<file path="src/rtl/shared_reg_arbiter_if.sv">
// Bus bundle between up to four requesters and the shared register arbiter.
interface shared_reg_arbiter_if #(
    parameter int W = 8
);
    logic [3:0]     req;
    logic [4*W-1:0] wr_data;
    logic [3:0]     gnt;
    logic [3:0]     ack;
    logic [W-1:0]   q;
    logic [1:0]     owner;
    logic           busy;
    logic [7:0]     xfer_cnt;

    modport master (
        output req, wr_data,
        input  gnt, ack, q, owner, busy, xfer_cnt
    );

    modport slave (
        input  req, wr_data,
        output gnt, ack, q, owner, busy, xfer_cnt
    );
endinterface

</file>
<file path="src/rtl/shared_reg_arbiter.sv">
// Round-robin arbiter guarding a single shared W-bit register.
// Four requesters hold req until acked; one write completes every three cycles.
//
// state | meaning
// IDLE  | waiting for any request; picks winner from rotating pointer
// GRANT | winner holds gnt; write happens if its req is still up
// DONE  | ack pulse cycle; requests ignored
module shared_reg_arbiter #(
    parameter int W = 8
) (
    input  logic                   clk_i,
    input  logic                   rst_i,
    shared_reg_arbiter_if.slave    bus
);
    typedef enum logic [1:0] {
        IDLE  = 2'd0,
        GRANT = 2'd1,
        DONE  = 2'd2
    } state_t;

    state_t       state_q;
    logic [1:0]   ptr_q;
    logic [1:0]   win_q;
    logic [3:0]   gnt_q;
    logic [3:0]   ack_q;
    logic [W-1:0] q_q;
    logic [1:0]   owner_q;
    logic [7:0]   xfer_cnt_q;

    logic [1:0]   win_d;
    logic         win_vld_d;
    logic [1:0]   cand;

    // Round-robin search from ptr_q; descending loop so the smallest offset wins.
    always_comb begin
        win_d     = ptr_q;
        win_vld_d = 1'b0;
        cand      = ptr_q;
        for (int i = 3; i >= 0; i--) begin
            cand = ptr_q + 2'(i);
            if (bus.req[cand]) begin
                win_d     = cand;
                win_vld_d = 1'b1;
            end
        end
    end

    // Arbitration FSM with registered grant/ack and the shared register itself.
    always_ff @(posedge clk_i) begin
        if (rst_i) begin
            state_q    <= IDLE;
            ptr_q      <= 2'd0;
            win_q      <= 2'd0;
            gnt_q      <= 4'b0000;
            ack_q      <= 4'b0000;
            q_q        <= '0;
            owner_q    <= 2'd0;
            xfer_cnt_q <= 8'd0;
        end else begin
            case (state_q)
                IDLE: begin
                    ack_q <= 4'b0000;
                    if (win_vld_d) begin
                        win_q   <= win_d;
                        gnt_q   <= 4'b0001 << win_d;
                        state_q <= GRANT;
                    end else begin
                        gnt_q <= 4'b0000;
                    end
                end
                GRANT: begin
                    gnt_q <= 4'b0000;
                    if (bus.req[win_q]) begin
                        // Data is taken now, not when the request was raised.
                        q_q        <= bus.wr_data[win_q*W +: W];
                        owner_q    <= win_q;
                        ack_q      <= 4'b0001 << win_q;
                        ptr_q      <= win_q + 2'd1;
                        xfer_cnt_q <= xfer_cnt_q + 8'd1;
                        state_q    <= DONE;
                    end else begin
                        ack_q   <= 4'b0000;
                        state_q <= IDLE;
                    end
                end
                DONE: begin
                    ack_q   <= 4'b0000;
                    gnt_q   <= 4'b0000;
                    state_q <= IDLE;
                end
                default: begin
                    ack_q   <= 4'b0000;
                    gnt_q   <= 4'b0000;
                    state_q <= IDLE;
                end
            endcase
        end
    end

    assign bus.gnt      = gnt_q;
    assign bus.ack      = ack_q;
    assign bus.q        = q_q;
    assign bus.owner    = owner_q;
    assign bus.busy     = (state_q != IDLE);
    assign bus.xfer_cnt = xfer_cnt_q;
endmodule

</file>
<file path="src/flat_wrapper.sv">
// flat-port wrapper written by rule: the top's interface ports become plain ports
module shared_reg_arbiter_flat 
#(
    parameter int W = 8
)
  (clk_i, rst_i, bus_req, bus_wr_data, bus_gnt, bus_ack, bus_q, bus_owner, bus_busy, bus_xfer_cnt);
  shared_reg_arbiter_if #(.W(W)) bus_i ();
  input  logic clk_i;
  input  logic rst_i;
  input wire logic [$bits(bus_i.req)-1:0] bus_req;
  input wire logic [$bits(bus_i.wr_data)-1:0] bus_wr_data;
  output wire logic [$bits(bus_i.gnt)-1:0] bus_gnt;
  output wire logic [$bits(bus_i.ack)-1:0] bus_ack;
  output wire logic [$bits(bus_i.q)-1:0] bus_q;
  output wire logic [$bits(bus_i.owner)-1:0] bus_owner;
  output wire logic [$bits(bus_i.busy)-1:0] bus_busy;
  output wire logic [$bits(bus_i.xfer_cnt)-1:0] bus_xfer_cnt;
  assign bus_i.req = bus_req;
  assign bus_i.wr_data = bus_wr_data;
  assign bus_gnt = bus_i.gnt;
  assign bus_ack = bus_i.ack;
  assign bus_q = bus_i.q;
  assign bus_owner = bus_i.owner;
  assign bus_busy = bus_i.busy;
  assign bus_xfer_cnt = bus_i.xfer_cnt;
  shared_reg_arbiter #(.W(W)) u_core (.clk_i(clk_i), .rst_i(rst_i), .bus(bus_i));
endmodule
</file>
<file path="config.mk">
export PLATFORM = sky130hd
export DESIGN_NAME = shared_reg_arbiter_flat
export DESIGN_NICKNAME = d
export VERILOG_FILES = /design/src/rtl/shared_reg_arbiter_if.sv /design/src/rtl/shared_reg_arbiter.sv /design/src/flat_wrapper.sv
export SDC_FILE = /design/constraint.sdc
export NUM_CORES = 1
export LEC_CHECK = 0
export CAP_MARGIN = 20
export CORE_MARGIN = 2
export CORE_UTILIZATION = 45
export DETAILED_ROUTE_END_ITERATION = 10
export PLACE_DENSITY = 0.83
export SLEW_MARGIN = 20
export SYNTH_ARGS = -nofsm -noshare
export SYNTH_HDL_FRONTEND = slang
export SYNTH_SLANG_ARGS = --single-unit
</file>
<file path="constraint.sdc">
create_clock -name clk_i -period 3.2 [get_ports clk_i]
set_clock_uncertainty 0.1 [all_clocks]
set_input_delay 0.64 -clock clk_i [delete_from_list [all_inputs] [get_ports clk_i]]
set_output_delay 0.64 -clock clk_i [all_outputs]
set_load 0.01 [all_outputs]
</file>
-- Word level (Yosys, flattened, before mapping)
Cells that the tools add are included.
- $add $sub $neg: 5
- multipliers: 0
- divide/modulo/power cells: 0
- magnitude comparators: 5
- equality and inequality tests: 2
- shift operators: 3
- mux-type cells: 21
- bitwise logic cells: 4
- reductions and logical operators: 6
- operator list (kind ; count):
    variable part select 32 x 6 -> 8 bit ; 1
    < comparator 2 x 3 -> 1 bit, second input constant ; 5
    2-to-1 mux 2 bit ; 6
    binary-select mux 1 bit (select 2 bit) ; 5
    2-to-1 mux 1 bit ; 9
    adder 8 x 1 -> 8 bit, second input constant ; 1
    << shifter 1 x 2 -> 4 bit, first input constant ; 2
    OR reduction 3 bit ; 2
    adder 2 x 1 -> 2 bit, second input constant ; 2
    adder 2 bit, second input constant ; 2
    NOT 1 bit ; 4
    one-hot mux 2 bit (2 select lines) ; 1
    AND reduction 2 bit ; 2
    == test 2 x 1 -> 1 bit, second input constant ; 1
    logical NOT 2 bit ; 1
    inequality test 2 x 1 -> 1 bit, second input constant ; 1
    nonzero test 2 bit ; 1
- bits in registers: 32
- bits in latches: 0
- bits in writable memories: 0
- bits in read-only memories: 0
- bits of input ports: 38
- output and inout port bits: 27
- word-level logic and storage cells: 54
- memories: 0

-- Longest topological paths before layout
- word-level depth: 9
- mapped depth: 6

-- Least setup slack after synthesis
Ideal clock, no wire load.
- kind: input port to flip-flop
- start: input port bus_req[2]
- end: register u_core.xfer_cnt_q[6], in the netlist u_core.bus.xfer_cnt[6]
- setup time: 121 ps
- arrival time: 1553 ps
- data required time: 2979 ps
- slack: 1426 ps
- cell stages on the path: 5
- path buffers: 1
- cell sequence: mux2_4 o2bb2ai_4 buf_8 nand3_4 mux2_4
- word-level cells in the longest chain between the ends: 3
- RTL lines (element ; RTL line ; source):
    from (decl) ; flat_wrapper.sv:10 ; input wire logic [$bits(bus_i.req)-1:0] bus_req;
    binary-select mux 1 bit (select 2 bit) ; shared_reg_arbiter.sv:73 ; if (bus.req[win_q]) begin
    2-to-1 mux 1 bit (implied by the code) ; shared_reg_arbiter.sv:73 ;
    AND reduction 2 bit (no line) ; n/a ;
    to (signal assigned) ; shared_reg_arbiter.sv:79 ; xfer_cnt_q <= xfer_cnt_q + 8'd1;
    to (decl) ; shared_reg_arbiter.sv:28 ; logic [7:0] xfer_cnt_q;
Every way passes these cells. The select of a mux whose other input is x is not followed.
A chain may end at the register's enable or synchronous reset.

-- Worst setup path in the final report
- start: input port bus_req[0]
- end: register u_core.q_q[4], in the netlist u_core.bus.q[4]
- word-level cells in the longest chain between the ends: 3
- RTL lines (element ; RTL line ; source):
    binary-select mux 1 bit (select 2 bit) ; shared_reg_arbiter.sv:73 ;
    2-to-1 mux 1 bit (implied by the code) ; shared_reg_arbiter.sv:73 ;
    AND reduction 2 bit (no line) ; n/a ;
    to (signal assigned) ; shared_reg_arbiter.sv:75 ; q_q <= bus.wr_data[win_q*W +: W];
    to (decl) ; shared_reg_arbiter.sv:26 ; logic [W-1:0] q_q;
Every way passes these cells. The select of a mux whose other input is x is not followed.

==> impl_metrics.csv <==
group,metric,value,unit
status,status,"finished, final reports clean",
drt,drt_iter0_drc,58,
worst_setup_path,critPathKind,"input pin to register",
power,power.net_switching,0.253,mW
logic_synthesis,syn_area,0.00154,mm^2
power,p_leak,0.833,nW
floorplanning,row_count,21,
logic_synthesis,yosysMostFrequentCell,"dfxtp_1",
drt,drc,0,
sta,clock.fmax,0.450,GHz
final_layout,final_nets,252,
min_path,holdPathEnd,"u_core.bus.owner[1]",
clock_network,cts-root-buf,"clkbuf_4",
drt,wire_per_inst,14.0,um
final_layout,fill_cells,264,
final_layout,area_growth,47.0,%
placed_design,dp_hpwl,2860,um
logic_synthesis,synth_warnings,0,
clock_network,clk_pin_slew,90,ps
worst_setup_path,r2r_slack,1080,ps
power,switching_share,27.9,%
sta,finalSetupTns,0,ps
final_layout,fin_area,0.00227,mm^2
sta,rsz0062_at_grt,"no",
power,p_int,0.655,mW
global_routing,grt_usage,20.1,%
clock_network,cts_tree,"done",
floorplanning,io_pins,65,
power,clock_power_share,23.0,%
floorplanning,initial_core_util,46.6,%
logic_synthesis,yosys-top-cells-count,"dfxtp_1 (32), nor2_1 (24), mux2i_1 (11)",
drt,vias,1368,
sta,hold_violations,0,
power,seqPwrFrac,49.7,%
sta,fin_crit,2220,ps
min_path,hp-class,"register to register",
power,ir_drop,0.000172,V
logic_synthesis,synth_area_leaders,"dfxtp_1 (42%), mux4_2 (12%), mux2i_1 (7.1%), nor2_1 (5.8%), nor2b_1 (2.8%)",
drt,ant_nets,0,
placed_design,port_buffers,64,
clock_network,insertion_delay,320,ps
worst_setup_path,r2r_end,"u_core.bus.q[4]",
worst_setup_path,r2r-start,"u_core.win_q[1]",
worst_setup_path,end_kind,"register",
logic_synthesis,synth_ff_type,"dfxtp_1",
sta,finalSetupViolations,0,
worst_setup_path,critPathRequiredTime,3320,ps
job,max-cap-violations,0,
worst_setup_path,arrival,2340,ps
drt,firstDrtPassIters,5,
sta,tightest_slew,524,ps
logic_synthesis,synth_top_area_share,41.5,%
clock_network,cts.path.max_buffers,2,
clock_network,ctsHoldBuffers,0,
logic_synthesis,synth_area_per_cell,10.6,um^2
final_layout,antenna_cells,0,
drt,wirelength,3630,um
logic_synthesis,synth_cells,146,
worst_setup_path,cp_max_fo,15,
power,powerDensity,400,mW/mm^2
global_routing,gr-total-overflow,0,
global_routing,grt_max_degree,20,
floorplanning,die_width,62.6,um
worst_setup_path,startpoint_type,"input pin",
final_layout,drive_gt1_share,12.7,%
power,finalPower,0.908,mW
floorplanning,core,0.00331,mm^2
logic_synthesis,synth_nets,185,
placed_design,place_area,0.00222,mm^2
logic_synthesis,async_flop_share,0,%
logic_synthesis,synth-edff-count,0,
placed_design,finalWeightedCongestion,0.775,
drt,via_per_inst,5.28,
floorplanning,dieArea,0.00391,mm^2
global_routing,antenna_found_initial,0,
sta,slew_violations,0,
logic_synthesis,ys_ff_latch,32,
sta,final.period_utilization,69.5,%
power,power_frac_comb,27.3,%
clock_network,post_cts_resized,0,
global_routing,grt_pass1_wl,6180,um
logic_synthesis,yosysUniqueCellTypes,41,
min_path,hold-path-cell-count,2,
worst_setup_path,reg2regPathDepth,5,
floorplanning,die_y,62.6,um
sta,maxSlewHeadroom,65.0,%
clock_network,clock-sinks,32,
clock_network,post_cts_buffers,0,
min_path,hold_start,"u_core.bus.owner[1]",
logic_synthesis,yosysTopAreaCell,"dfxtp_1",
global_routing,grt_pass1_vias,1360,
clock_network,h-tree-depth,2,
clock_network,numCtsBuffers,5,
logic_synthesis,yosysSeqAreaShare,41.5,%
[layer usage]
metal / track usage (%) / vias up / share of wire [%]
li1: - / 658 / -
met1: 22.2 / 663 / 40
met2: 37.1 / 38 / 54
met3: 3.60 / 9 / 3.6
met4: 9.44 / 0 / 2.2
met5: 0 / - / 0
[how the worst max path moves through the flow]
stage / cells past startpoint / startpoint / endpoint / slack (ps)
final: 6 / bus_req[0] / u_core.bus.q[4] / 980
after global placement: 5 / bus_req[0] / u_core.bus.xfer_cnt[3] / 780
after detailed placement: 6 / bus_req[0] / u_core.bus.q[4] / 640
after floorplan: 5 / bus_req[2] / u_core.bus.xfer_cnt[6] / 1430
after CTS: 6 / bus_req[0] / u_core.bus.q[4] / 980
after global routing: 6 / bus_req[0] / u_core.bus.q[4] / 840
[logic make-up after synthesis]
group	after synthesis	share of synthesized area, %
xor+xnor	2	1.14
flops	32	41.5
simple gates	57	20.3
buf+inv	12	4.22
fa+ha+maj	1	0.811
compound gates	18	9.08
mux	24	23.0
[cell type report]
type / instances / area, um^2 / share of cell area [%]
repair buffers: 68 / 671 / 29.6
clock inverters: 1 / 5.00 / 0.221
inverters: 4 / 15.0 / 0.662
well taps: 46 / 57.6 / 2.54
clock buffers: 6 / 41.3 / 1.82
flip-flops and latches: 32 / 641 / 28.3
multi-input cells: 102 / 837 / 36.9
[critical path, stage by stage]
cell and delay (ps):
clkdlybuf4s50_1 560, mux2i_1 170, o2bb2ai_4 380, buf_4 290
mux2i_1 230, nor2_1 70
[sequential cells by signal, summed over array words and instances, names as in the netlist]
name	cells
u_core.ptr_q	2
u_core.win_q	2
u_core.state_q	2
u_core.bus.xfer_cnt	8
u_core.bus.gnt	4
u_core.bus.owner	2
u_core.bus.ack	4
u_core.bus.q	8
[power by group through the flow]
stage / Sequential, mW / Combinational, mW / Clock [mW]
6_report: 0.452 / 0.247 / 0.209
4_1_cts: 0.451 / 0.250 / 0.214
3_3_place_gp: 0.459 / 0.240 / 0
5_1_grt: 0.455 / 0.269 / 0.229
2_1_floorplan: 0.456 / 0.145 / 0
3_5_place_dp: 0.460 / 0.249 / 0
[per-stage QoR]
step / hold WS, ps / setup slack (ps) / cells / util (%)
3_3_place_gp: 347 / 776 / 252 / 67.1
2_1_floorplan: 381 / 1430 / 146 / -
6_report: 372 / 978 / 259 / 68.5
3_5_place_dp: 366 / 636 / 252 / 67.1
4_1_cts: 379 / 982 / 259 / 68.5
5_1_grt: 406 / 840 / 259 / 68.5
[placed cells by master, fill, tap and decap left out, drive strengths merged, types with 2 or more instances in the layout]
cell type and n:
a211oi 3, a21oi 6, and2 2, and3 2
and4 2, buf 4, clkbuf 6, clkdlybuf4s50 64
dfxtp 32, inv 4, mux2 5, mux2i 11
mux4 8, nand2 3, nand2b 2, nor2 24
nor2b 7, nor3 4, nor3b 2, or2 2
xnor2 2
Power figures use the tool's default switching activity.
